## src/rtl/vga_layer_compositor_if.sv

```systemverilog
`default_nettype none
// ============================================================================
//  Module      : vga_layer_compositor_if
//  Description : Pixel-path bundle between the timing/sprite sources, the
//                compositor and the VGA DAC pins.
//  Revision    : 1.0  initial release
// ============================================================================
interface vga_layer_compositor_if #(
    parameter int NUM_LAYERS = 4,
    parameter int COLOR_W    = 4
);
    logic                            hsync_in;
    logic                            vsync_in;
    logic                            display_en;
    logic                            frame_start;
    logic [NUM_LAYERS-1:0]           layer_active;
    logic [NUM_LAYERS*3*COLOR_W-1:0] layer_rgb;
    logic [NUM_LAYERS-1:0]           cfg_layer_en;
    logic [NUM_LAYERS-1:0]           cfg_blink;
    logic [3*COLOR_W-1:0]            cfg_bg_rgb;
    logic                            cfg_dim;
    logic [COLOR_W-1:0]              vga_r;
    logic [COLOR_W-1:0]              vga_g;
    logic [COLOR_W-1:0]              vga_b;
    logic                            vga_hsync;
    logic                            vga_vsync;
    logic [NUM_LAYERS-1:0]           collision;

    // Source side: timing generator, sprite engines and config registers
    modport master (
        output hsync_in, vsync_in, display_en, frame_start,
        output layer_active, layer_rgb,
        output cfg_layer_en, cfg_blink, cfg_bg_rgb, cfg_dim,
        input  vga_r, vga_g, vga_b, vga_hsync, vga_vsync, collision
    );

    // Compositor side
    modport slave (
        input  hsync_in, vsync_in, display_en, frame_start,
        input  layer_active, layer_rgb,
        input  cfg_layer_en, cfg_blink, cfg_bg_rgb, cfg_dim,
        output vga_r, vga_g, vga_b, vga_hsync, vga_vsync, collision
    );
endinterface
`default_nettype wire

```

## src/rtl/vga_layer_compositor.sv

```systemverilog
`default_nettype none
// ============================================================================
//  Module      : vga_layer_compositor
//  Description : Fixed-priority sprite layer merge over a background colour,
//                with per-layer enable/blink, global dim, frame-shadowed
//                config, per-frame collision flags and sync realignment.
//                Two-cycle pipeline from inputs to DAC pins.
//  Revision    : 1.0  initial release
// ============================================================================
module vga_layer_compositor #(
    parameter int   NUM_LAYERS = 4,
    parameter int   COLOR_W    = 4,
    parameter int   BLINK_BIT  = 4,
    parameter logic SYNC_IDLE  = 1'b1
) (
    input  wire logic               clk_25mhz,
    input  wire logic               reset,
    vga_layer_compositor_if.slave   bus
);

    localparam int PIX_W = 3 * COLOR_W;

    // Frame-shadowed configuration
    logic [NUM_LAYERS-1:0] en_q, en_d;
    logic [NUM_LAYERS-1:0] blink_q, blink_d;
    logic [PIX_W-1:0]      bg_q, bg_d;
    logic                  dim_q, dim_d;
    logic [7:0]            frame_cnt_q, frame_cnt_d;

    // Collision tracking
    logic [NUM_LAYERS-1:0] acc_q, acc_d;
    logic [NUM_LAYERS-1:0] coll_q, coll_d;

    // Stage 1
    logic [PIX_W-1:0]      pix_q, pix_d;
    logic                  de_q, hs_q, vs_q;

    // Stage 2 (pins)
    logic [PIX_W-1:0]      rgb_q, rgb_d;
    logic                  hs2_q, vs2_q;

    logic [NUM_LAYERS-1:0] w_visible;
    logic                  w_multi;
    logic [NUM_LAYERS-1:0] w_acc_hit;

    // Visibility from the shadow values in force this cycle
    assign w_visible = bus.layer_active & en_q
                     & ~(blink_q & {NUM_LAYERS{frame_cnt_q[BLINK_BIT]}});

    // x & (x-1) clears the lowest set bit; non-zero means two or more hits.
    // Degenerates to 0 for a single layer, so collision stays 0 there.
    assign w_multi   = |(w_visible & (w_visible - NUM_LAYERS'(1)));
    assign w_acc_hit = acc_q | ((w_multi && bus.display_en) ? w_visible : '0);

    // Shadow config, frame counter and collision next-state
    always_comb begin
        en_d        = en_q;
        blink_d     = blink_q;
        bg_d        = bg_q;
        dim_d       = dim_q;
        frame_cnt_d = frame_cnt_q;
        acc_d       = w_acc_hit;
        coll_d      = coll_q;
        if (bus.frame_start) begin
            en_d        = bus.cfg_layer_en;
            blink_d     = bus.cfg_blink;
            bg_d        = bus.cfg_bg_rgb;
            dim_d       = bus.cfg_dim;
            frame_cnt_d = frame_cnt_q + 8'd1;
            coll_d      = w_acc_hit;
            acc_d       = '0;
        end
    end

    // Priority merge: lowest-index visible layer wins, background otherwise
    always_comb begin
        pix_d = bg_q;
        for (int i = NUM_LAYERS - 1; i >= 0; i--) begin
            if (w_visible[i]) begin
                pix_d = bus.layer_rgb[i*PIX_W +: PIX_W];
            end
        end
    end

    // Blanking and optional per-channel halving for the pins
    always_comb begin
        rgb_d = '0;
        if (de_q) begin
            if (dim_q) begin
                rgb_d = {pix_q[3*COLOR_W-1 -: COLOR_W] >> 1,
                         pix_q[2*COLOR_W-1 -: COLOR_W] >> 1,
                         pix_q[COLOR_W-1   -: COLOR_W] >> 1};
            end else begin
                rgb_d = pix_q;
            end
        end
    end

    // All state, asynchronously reset so the pins go idle immediately
    always_ff @(posedge clk_25mhz or posedge reset) begin
        if (reset) begin
            en_q        <= '1;
            blink_q     <= '0;
            bg_q        <= '0;
            dim_q       <= 1'b0;
            frame_cnt_q <= 8'd0;
            acc_q       <= '0;
            coll_q      <= '0;
            pix_q       <= '0;
            de_q        <= 1'b0;
            hs_q        <= 1'b0;
            vs_q        <= 1'b0;
            rgb_q       <= '0;
            hs2_q       <= SYNC_IDLE;
            vs2_q       <= SYNC_IDLE;
        end else begin
            en_q        <= en_d;
            blink_q     <= blink_d;
            bg_q        <= bg_d;
            dim_q       <= dim_d;
            frame_cnt_q <= frame_cnt_d;
            acc_q       <= acc_d;
            coll_q      <= coll_d;
            pix_q       <= pix_d;
            de_q        <= bus.display_en;
            hs_q        <= bus.hsync_in;
            vs_q        <= bus.vsync_in;
            rgb_q       <= rgb_d;
            hs2_q       <= hs_q;
            vs2_q       <= vs_q;
        end
    end

    assign bus.vga_r     = rgb_q[3*COLOR_W-1 -: COLOR_W];
    assign bus.vga_g     = rgb_q[2*COLOR_W-1 -: COLOR_W];
    assign bus.vga_b     = rgb_q[COLOR_W-1   -: COLOR_W];
    assign bus.vga_hsync = hs2_q;
    assign bus.vga_vsync = vs2_q;
    assign bus.collision = coll_q;

endmodule
`default_nettype wire

```

## src/flat_wrapper.sv

```systemverilog
// flat-port wrapper written by rule: the top's interface ports become plain ports
module vga_layer_compositor_flat 
#(
    parameter int   NUM_LAYERS = 4,
    parameter int   COLOR_W    = 4,
    parameter int   BLINK_BIT  = 4,
    parameter logic SYNC_IDLE  = 1'b1
)
  (clk_25mhz, reset, bus_hsync_in, bus_vsync_in, bus_display_en, bus_frame_start, bus_layer_active, bus_layer_rgb, bus_cfg_layer_en, bus_cfg_blink, bus_cfg_bg_rgb, bus_cfg_dim, bus_vga_r, bus_vga_g, bus_vga_b, bus_vga_hsync, bus_vga_vsync, bus_collision);
  vga_layer_compositor_if #(.NUM_LAYERS(NUM_LAYERS), .COLOR_W(COLOR_W)) bus_i ();
  input  wire logic clk_25mhz;
  input  wire logic reset;
  input wire logic [$bits(bus_i.hsync_in)-1:0] bus_hsync_in;
  input wire logic [$bits(bus_i.vsync_in)-1:0] bus_vsync_in;
  input wire logic [$bits(bus_i.display_en)-1:0] bus_display_en;
  input wire logic [$bits(bus_i.frame_start)-1:0] bus_frame_start;
  input wire logic [$bits(bus_i.layer_active)-1:0] bus_layer_active;
  input wire logic [$bits(bus_i.layer_rgb)-1:0] bus_layer_rgb;
  input wire logic [$bits(bus_i.cfg_layer_en)-1:0] bus_cfg_layer_en;
  input wire logic [$bits(bus_i.cfg_blink)-1:0] bus_cfg_blink;
  input wire logic [$bits(bus_i.cfg_bg_rgb)-1:0] bus_cfg_bg_rgb;
  input wire logic [$bits(bus_i.cfg_dim)-1:0] bus_cfg_dim;
  output wire logic [$bits(bus_i.vga_r)-1:0] bus_vga_r;
  output wire logic [$bits(bus_i.vga_g)-1:0] bus_vga_g;
  output wire logic [$bits(bus_i.vga_b)-1:0] bus_vga_b;
  output wire logic [$bits(bus_i.vga_hsync)-1:0] bus_vga_hsync;
  output wire logic [$bits(bus_i.vga_vsync)-1:0] bus_vga_vsync;
  output wire logic [$bits(bus_i.collision)-1:0] bus_collision;
  assign bus_i.hsync_in = bus_hsync_in;
  assign bus_i.vsync_in = bus_vsync_in;
  assign bus_i.display_en = bus_display_en;
  assign bus_i.frame_start = bus_frame_start;
  assign bus_i.layer_active = bus_layer_active;
  assign bus_i.layer_rgb = bus_layer_rgb;
  assign bus_i.cfg_layer_en = bus_cfg_layer_en;
  assign bus_i.cfg_blink = bus_cfg_blink;
  assign bus_i.cfg_bg_rgb = bus_cfg_bg_rgb;
  assign bus_i.cfg_dim = bus_cfg_dim;
  assign bus_vga_r = bus_i.vga_r;
  assign bus_vga_g = bus_i.vga_g;
  assign bus_vga_b = bus_i.vga_b;
  assign bus_vga_hsync = bus_i.vga_hsync;
  assign bus_vga_vsync = bus_i.vga_vsync;
  assign bus_collision = bus_i.collision;
  vga_layer_compositor #(.NUM_LAYERS(NUM_LAYERS), .COLOR_W(COLOR_W), .BLINK_BIT(BLINK_BIT), .SYNC_IDLE(SYNC_IDLE)) u_core (.clk_25mhz(clk_25mhz), .reset(reset), .bus(bus_i));
endmodule
```

## config.mk

```make
export PLATFORM = sky130hd
export DESIGN_NAME = vga_layer_compositor_flat
export DESIGN_NICKNAME = d
export VERILOG_FILES = /design/src/rtl/vga_layer_compositor_if.sv /design/src/rtl/vga_layer_compositor.sv /design/src/flat_wrapper.sv
export SDC_FILE = /design/constraint.sdc
export NUM_CORES = 1
export LEC_CHECK = 0
export CAP_MARGIN = 0
export CORE_MARGIN = 1
export CORE_UTILIZATION = 45
export DETAILED_ROUTE_END_ITERATION = 6
export PLACE_DENSITY = 0.8
export SYNTH_ARGS = -nofsm -noshare
export SYNTH_HDL_FRONTEND = slang
export SYNTH_SLANG_ARGS = --single-unit
```

## constraint.sdc

```tcl
create_clock -name clk_25mhz -period 2.2 [get_ports clk_25mhz]
set_input_delay 0.22 -clock clk_25mhz [delete_from_list [all_inputs] [get_ports clk_25mhz]]
set_output_delay 0.22 -clock clk_25mhz [all_outputs]
set_load 0.02 [all_outputs]
```

Yosys cells after proc, flatten, opt, wreduce, memory -nomap -nowiden. Index checks and enable logic that the tools add are counted.

Register bits after elaboration: 66. Input port bits: 79. Output and inout bits: 18. Word-level logic and storage cells: 32.

Add/sub/neg operators: 2. Mux-type cells: 8. Bitwise gates (word level): 6. Reductions and logical operators: 2.

Operators with widths (count): $mux W12 (6); $and A4 B4 Y4 (4); $add A8 B1 Y8 const B (1); $mux W4 (2); $not A4 Y4 (1); $or A4 B4 Y4 (1); $reduce_or A4 Y1 (1); $sub A4 B1 Y4 const B (1); $logic_and A1 B1 Y1 (1).

Depth between registers and ports, before layout.
Depth in word-level cells: 10. Mapped depth: 6. Gate-level depth less buffers: 4.

Least setup slack after synthesis. Ideal clock, no wire load.

Path type: register -> register. From: reg u_core.en_q[3]. To: reg u_core.pix_q[10]. Library setup time: 0.104 ns. Data arrival time: 1.297 ns. Required time: 2.096 ns. Setup slack: 0.799 ns. Cell stages (with the launch flop): 6. Clock period less this slack: 1.401 ns. Cell sequence: dfstp_2 nand2_1 a21oi_4 buf_6 mux2i_1 a221oi_1.

Word-level cells in the longest chain between the ends: 6.

RTL lines: start: declaration (line vga_layer_compositor.sv:24) `logic [NUM_LAYERS-1:0] en_q, en_d;`; start signal: assignment (line vga_layer_compositor.sv:117) `en_q <= en_d;`; $and A4 B4 Y4 (line vga_layer_compositor.sv:47) `assign w_visible = bus.layer_active & en_q`; $and A4 B4 Y4 (line vga_layer_compositor.sv:48) `& ~(blink_q & {NUM_LAYERS{frame_cnt_q[BLINK_BIT]}});`; $mux W12 (4 in a row) (line vga_layer_compositor.sv:79) `if (w_visible[i]) begin`; via u_core.pix_d[10] (line vga_layer_compositor.sv:35) `logic [PIX_W-1:0] pix_q, pix_d;`; end signal: assignment (line vga_layer_compositor.sv:124) `pix_q <= pix_d;`; end: declaration (line vga_layer_compositor.sv:35).

The timed path passes the listed nets, and every way through them passes these cells. A chain may end at the register's enable or synchronous reset.

Final worst setup path.
From: reg u_core.en_q[1]. To: reg u_core.pix_q[8].

Word-level cells in the longest chain between the ends: 4.

RTL lines (line): $and A4 B4 Y4 (vga_layer_compositor.sv:47); $and A4 B4 Y4 (vga_layer_compositor.sv:48); $mux W12 (2 in a row) (vga_layer_compositor.sv:79); via u_core.pix_d[8] (vga_layer_compositor.sv:35).

The timed path passes the listed nets, and every way through them passes these cells.

==> flow_summary.ini <==
[placement]
port_buffers = 96
gp_congestion = 0.8957
dp_slack_ns = 0.2607
dp.final_hpwl_microns = 4493

[timing]
worst_rel_slew_slack_pct = 64.34
hold_viol = 0
max_freq_ghz = 0.5554
period_needed_ns = 1.801
grt_setup_unrepaired = no
timing.setup.tns_ns = 0
hold-worst-slack_ns = 0.1894
worst_slack_ns = 0.3994
setup_viol = 0
final-max-slew-violation-count = 0
fin_skew_ns = 0.007510
period_share_pct = 81.85
tightest_slew_ns = 0.5283

[synthesis]
syn-instance-count = 212
post_synth_mux_area_share_pct = 16.94
synth_simple_gate_area_share_pct = 8.241
synth.ff_latch_count = 63
mappedNetlistArea_sq_um = 2703
synth_seq_area_share_pct = 58.61
prevailing_post_synth_register_cell = dfrtp_1
post_synth_xor_area_fraction_pct = 1.296
postSynthNetCount = 292
synthArstFlopShare_pct = 100.0
syn-mean-instance-area_sq_um = 12.75
synth-compound-area-share_pct = 11.06
yosys.area_share.adder_pct = 0.4630
ys_warn_count = 0
number_of_synthesized_flops_with_an_enable_pin = 0
synth_cell_types = 28
synth_top_family_by_area = multiplexers

[routing]
avgViaCountPerCell = 5.182
post_route_ant_nets = 0
via_count = 2021
post_drt_wl_per_cell_microns = 15.40
detail_route.drc_violations = 0
drt_pass1_iterations = 4
drt_iter0_markers = 106
finalWirelength_microns = 6007

[die]
die_width_microns = 79.50
design.portCount = 97
die_h_microns = 79.50
die-area_sq_um = 6319
initial_utilization_pct = 47.90
fp-row-count = 27
core_sq_um = 5642

[clocking]
worst_skew_pair.late_latency_ns = 0.33
cts_buffer_depth = 2
cts-hold-fix-buffers = 0
clock_pin_transition_on_the_worst_setup_and_hold_timing_paths_ns = 0.07
cts.sinks = 63
cts.htree.levels = 3
post_cts.resized_instances = 0
clockRootBuffer = clkbuf_8
tritoncts = done
post_cts.repair.setup_buffers = 0
cts_buffers = 9

[pwr]
total_power_after_layout_mw = 3.281
power_leakage_nw = 1.622
vdd_drop_max_mv = 0.5761
power-per-cell-area_nw_per_um2 = 829.5

[global_routing]
track_usage_pct = 20.95
gr-total-overflow = 0
antenna_found_initial = 0
grt.met2_usage_pct = 34.10
grt_pass1_wl_microns = 9597
groute.layer.met3.usage_pct = 5.257
use_met1_pct = 24.61
first_global_vias = 2070
busiest_layer = met2
pin_count_of_the_biggest_net_entering_global_routing = 39

[critical_path]
setup.worst_path.start = u_core.en_q[1]
startpoint_class = flop
timing_worst_setup_path_type = reg -> reg
required_ns = 2.40
cp_top_family = compound AO/OA/AOI/OAI gates
endpoint_kind = flop
worstPathBufferInverterCount = 0
reg2reg_from = u_core.en_q[1]
slowest_delay_ns = 0.52
arrival_ns = 2.00
cp_slowest_cell = dfstp_2
cp_cell_sequence = and2_1 > a221o_1 > o22ai_1 > a221oi_1
crit_fanout = 12

[finish]
n_antenna_cell = 0
utilization_after_layout_pct = 70.10
post_route_cells_drive_above_1_share_pct = 15.72
layout-area-overhead-vs-synth_pct = 46.34
finish.net_count = 393

[flow_run]
max_cap_check_violation_count = 0

[outcome]
status = completed

[min_path]
timing.hold.worst.class = in -> async
[cells in the mapped netlist, types with 3 or more instances]
cell | n | area share [%]
dfrtp_1 | 57 | 53
o311ai_0 | 3 | 0.97
clkbuf_1 | 3 | 0.42
a21oi_1 | 5 | 0.93
mux2i_1 | 21 | 7.8
inv_1 | 5 | 0.69
buf_2 | 4 | 0.74
nor2b_1 | 10 | 2.3
a31oi_1 | 4 | 0.93
dfstp_2 | 6 | 5.8
nand2_1 | 8 | 1.1
and2_1 | 8 | 1.9
o22ai_1 | 12 | 2.8
xnor2_1 | 3 | 0.97
nor2_1 | 16 | 2.2
a221oi_1 | 11 | 3.6
mux2_2 | 22 | 9.2
[kinds of logic (layout without fill, tap and decap cells)]
group,count (synthesis),count (layout)
flip-flops,63,63
AND/OR/NAND/NOR,45,45
multiplexers,43,43
AO/OA/AOI/OAI,39,39
buffers and inverters,17,123
XOR/XNOR,4,4
adder cells (fa/ha/maj),1,1
[registers in the layout, summed over array words and instances, names as in the netlist, 4 cells and up]
name,flops
u_core.bg_q,12
u_core.pix_q,12
u_core.rgb_q,12
u_core.frame_cnt_q,5
u_core.acc_q,4
u_core.blink_q,4
u_core.bus.collision,4
u_core.en_q,4
[worst reg2reg max path: stages (launching register included)]
cell	delay, ns
dfstp_2	0.52
and2_1	0.18
a221o_1	0.45
o22ai_1	0.17
a221oi_1	0.36
[layout by cell type, fill, tap and decap left out]
master           Yosys  final
dfrtp_1             57     57
nand2_1              8      8
o311ai_0             3      3
a221oi_2             1      1
ha_1                 1      1
clkbuf_1             3      3
nor2_1              16     16
buf_12               0      3
a221oi_1            11     11
a222oi_1             1      1
clkbuf_8             0     10
nor2b_1             10     10
clkinv_2             0      1
buf_4                2      3
bufinv_16            0      1
mux2_2              22     22
o22ai_1             12     12
nand3b_1             1      1
inv_1                5      4
clkinvlp_4           0      1
a21oi_1              5      5
dfstp_2              6      6
a221o_1              1      1
nand4_1              2      2
xor2_1               1      1
clkdlybuf4s50_1      0     96
mux2i_1             21     21
and2_1               8      8
a21oi_4              1      1
xnor2_1              3      3
a31oi_1              4      4
inv_2                0      1
[routing by layer]
metal  vias to the layer above  share of wire [%]  routed length [microns]
li1                        974                  -                        -
met1                       958                 42                     2528
met2                        70                 50                     2982
met3                        19                4.9                      297
met4                         0                3.3                      199
met5                         -                  0                        0
[final timing paths]
| path | endpoint | slack (ns) | depth (start not counted) |
|---|---|---|---|
| max reg2reg | u_core.pix_q[8] | 0.40 | 4 |
| max in group asynchronous | u_core.frame_cnt_q[3] | 1.46 | 3 |
| min | u_core.hs_q | 0.19 | 2 |
| min in group clk_25mhz | u_core.hs_q | 0.32 | 1 |
| max | u_core.pix_q[8] | 0.40 | 4 |
| min reg2reg | u_core.bus.vga_vsync | 0.36 | 0 |
[final cells by class]
| cell class | instances | area (sq um) |
|---|---|---|
| inverters | 5 | 18.77 |
| well taps | 72 | 90.09 |
| repair buffers | 102 | 1044 |
| fillers | 419 | 1687 |
| flip-flops and latches | 63 | 1584 |
| multi-input cells | 132 | 1027 |
| clock inverters | 3 | 42.54 |
| clock buffers | 13 | 148.9 |
[power by group]
group / internal, mW / total (mW) / switching [mW]
registers: 1.37 / 1.50 / 0.136
logic: 0.455 / 0.801 / 0.346
clock network: 0.554 / 0.976 / 0.422
total: 2.38 / 3.28 / 0.903
[stage by stage]
step	cell area (sq um)	cells
floorplan	2703	212
global placement	3764	374
detailed placement	3764	374
CTS	3955	390
global route	3955	390
finish	3955	390
(Power assumes the default switching activity.)
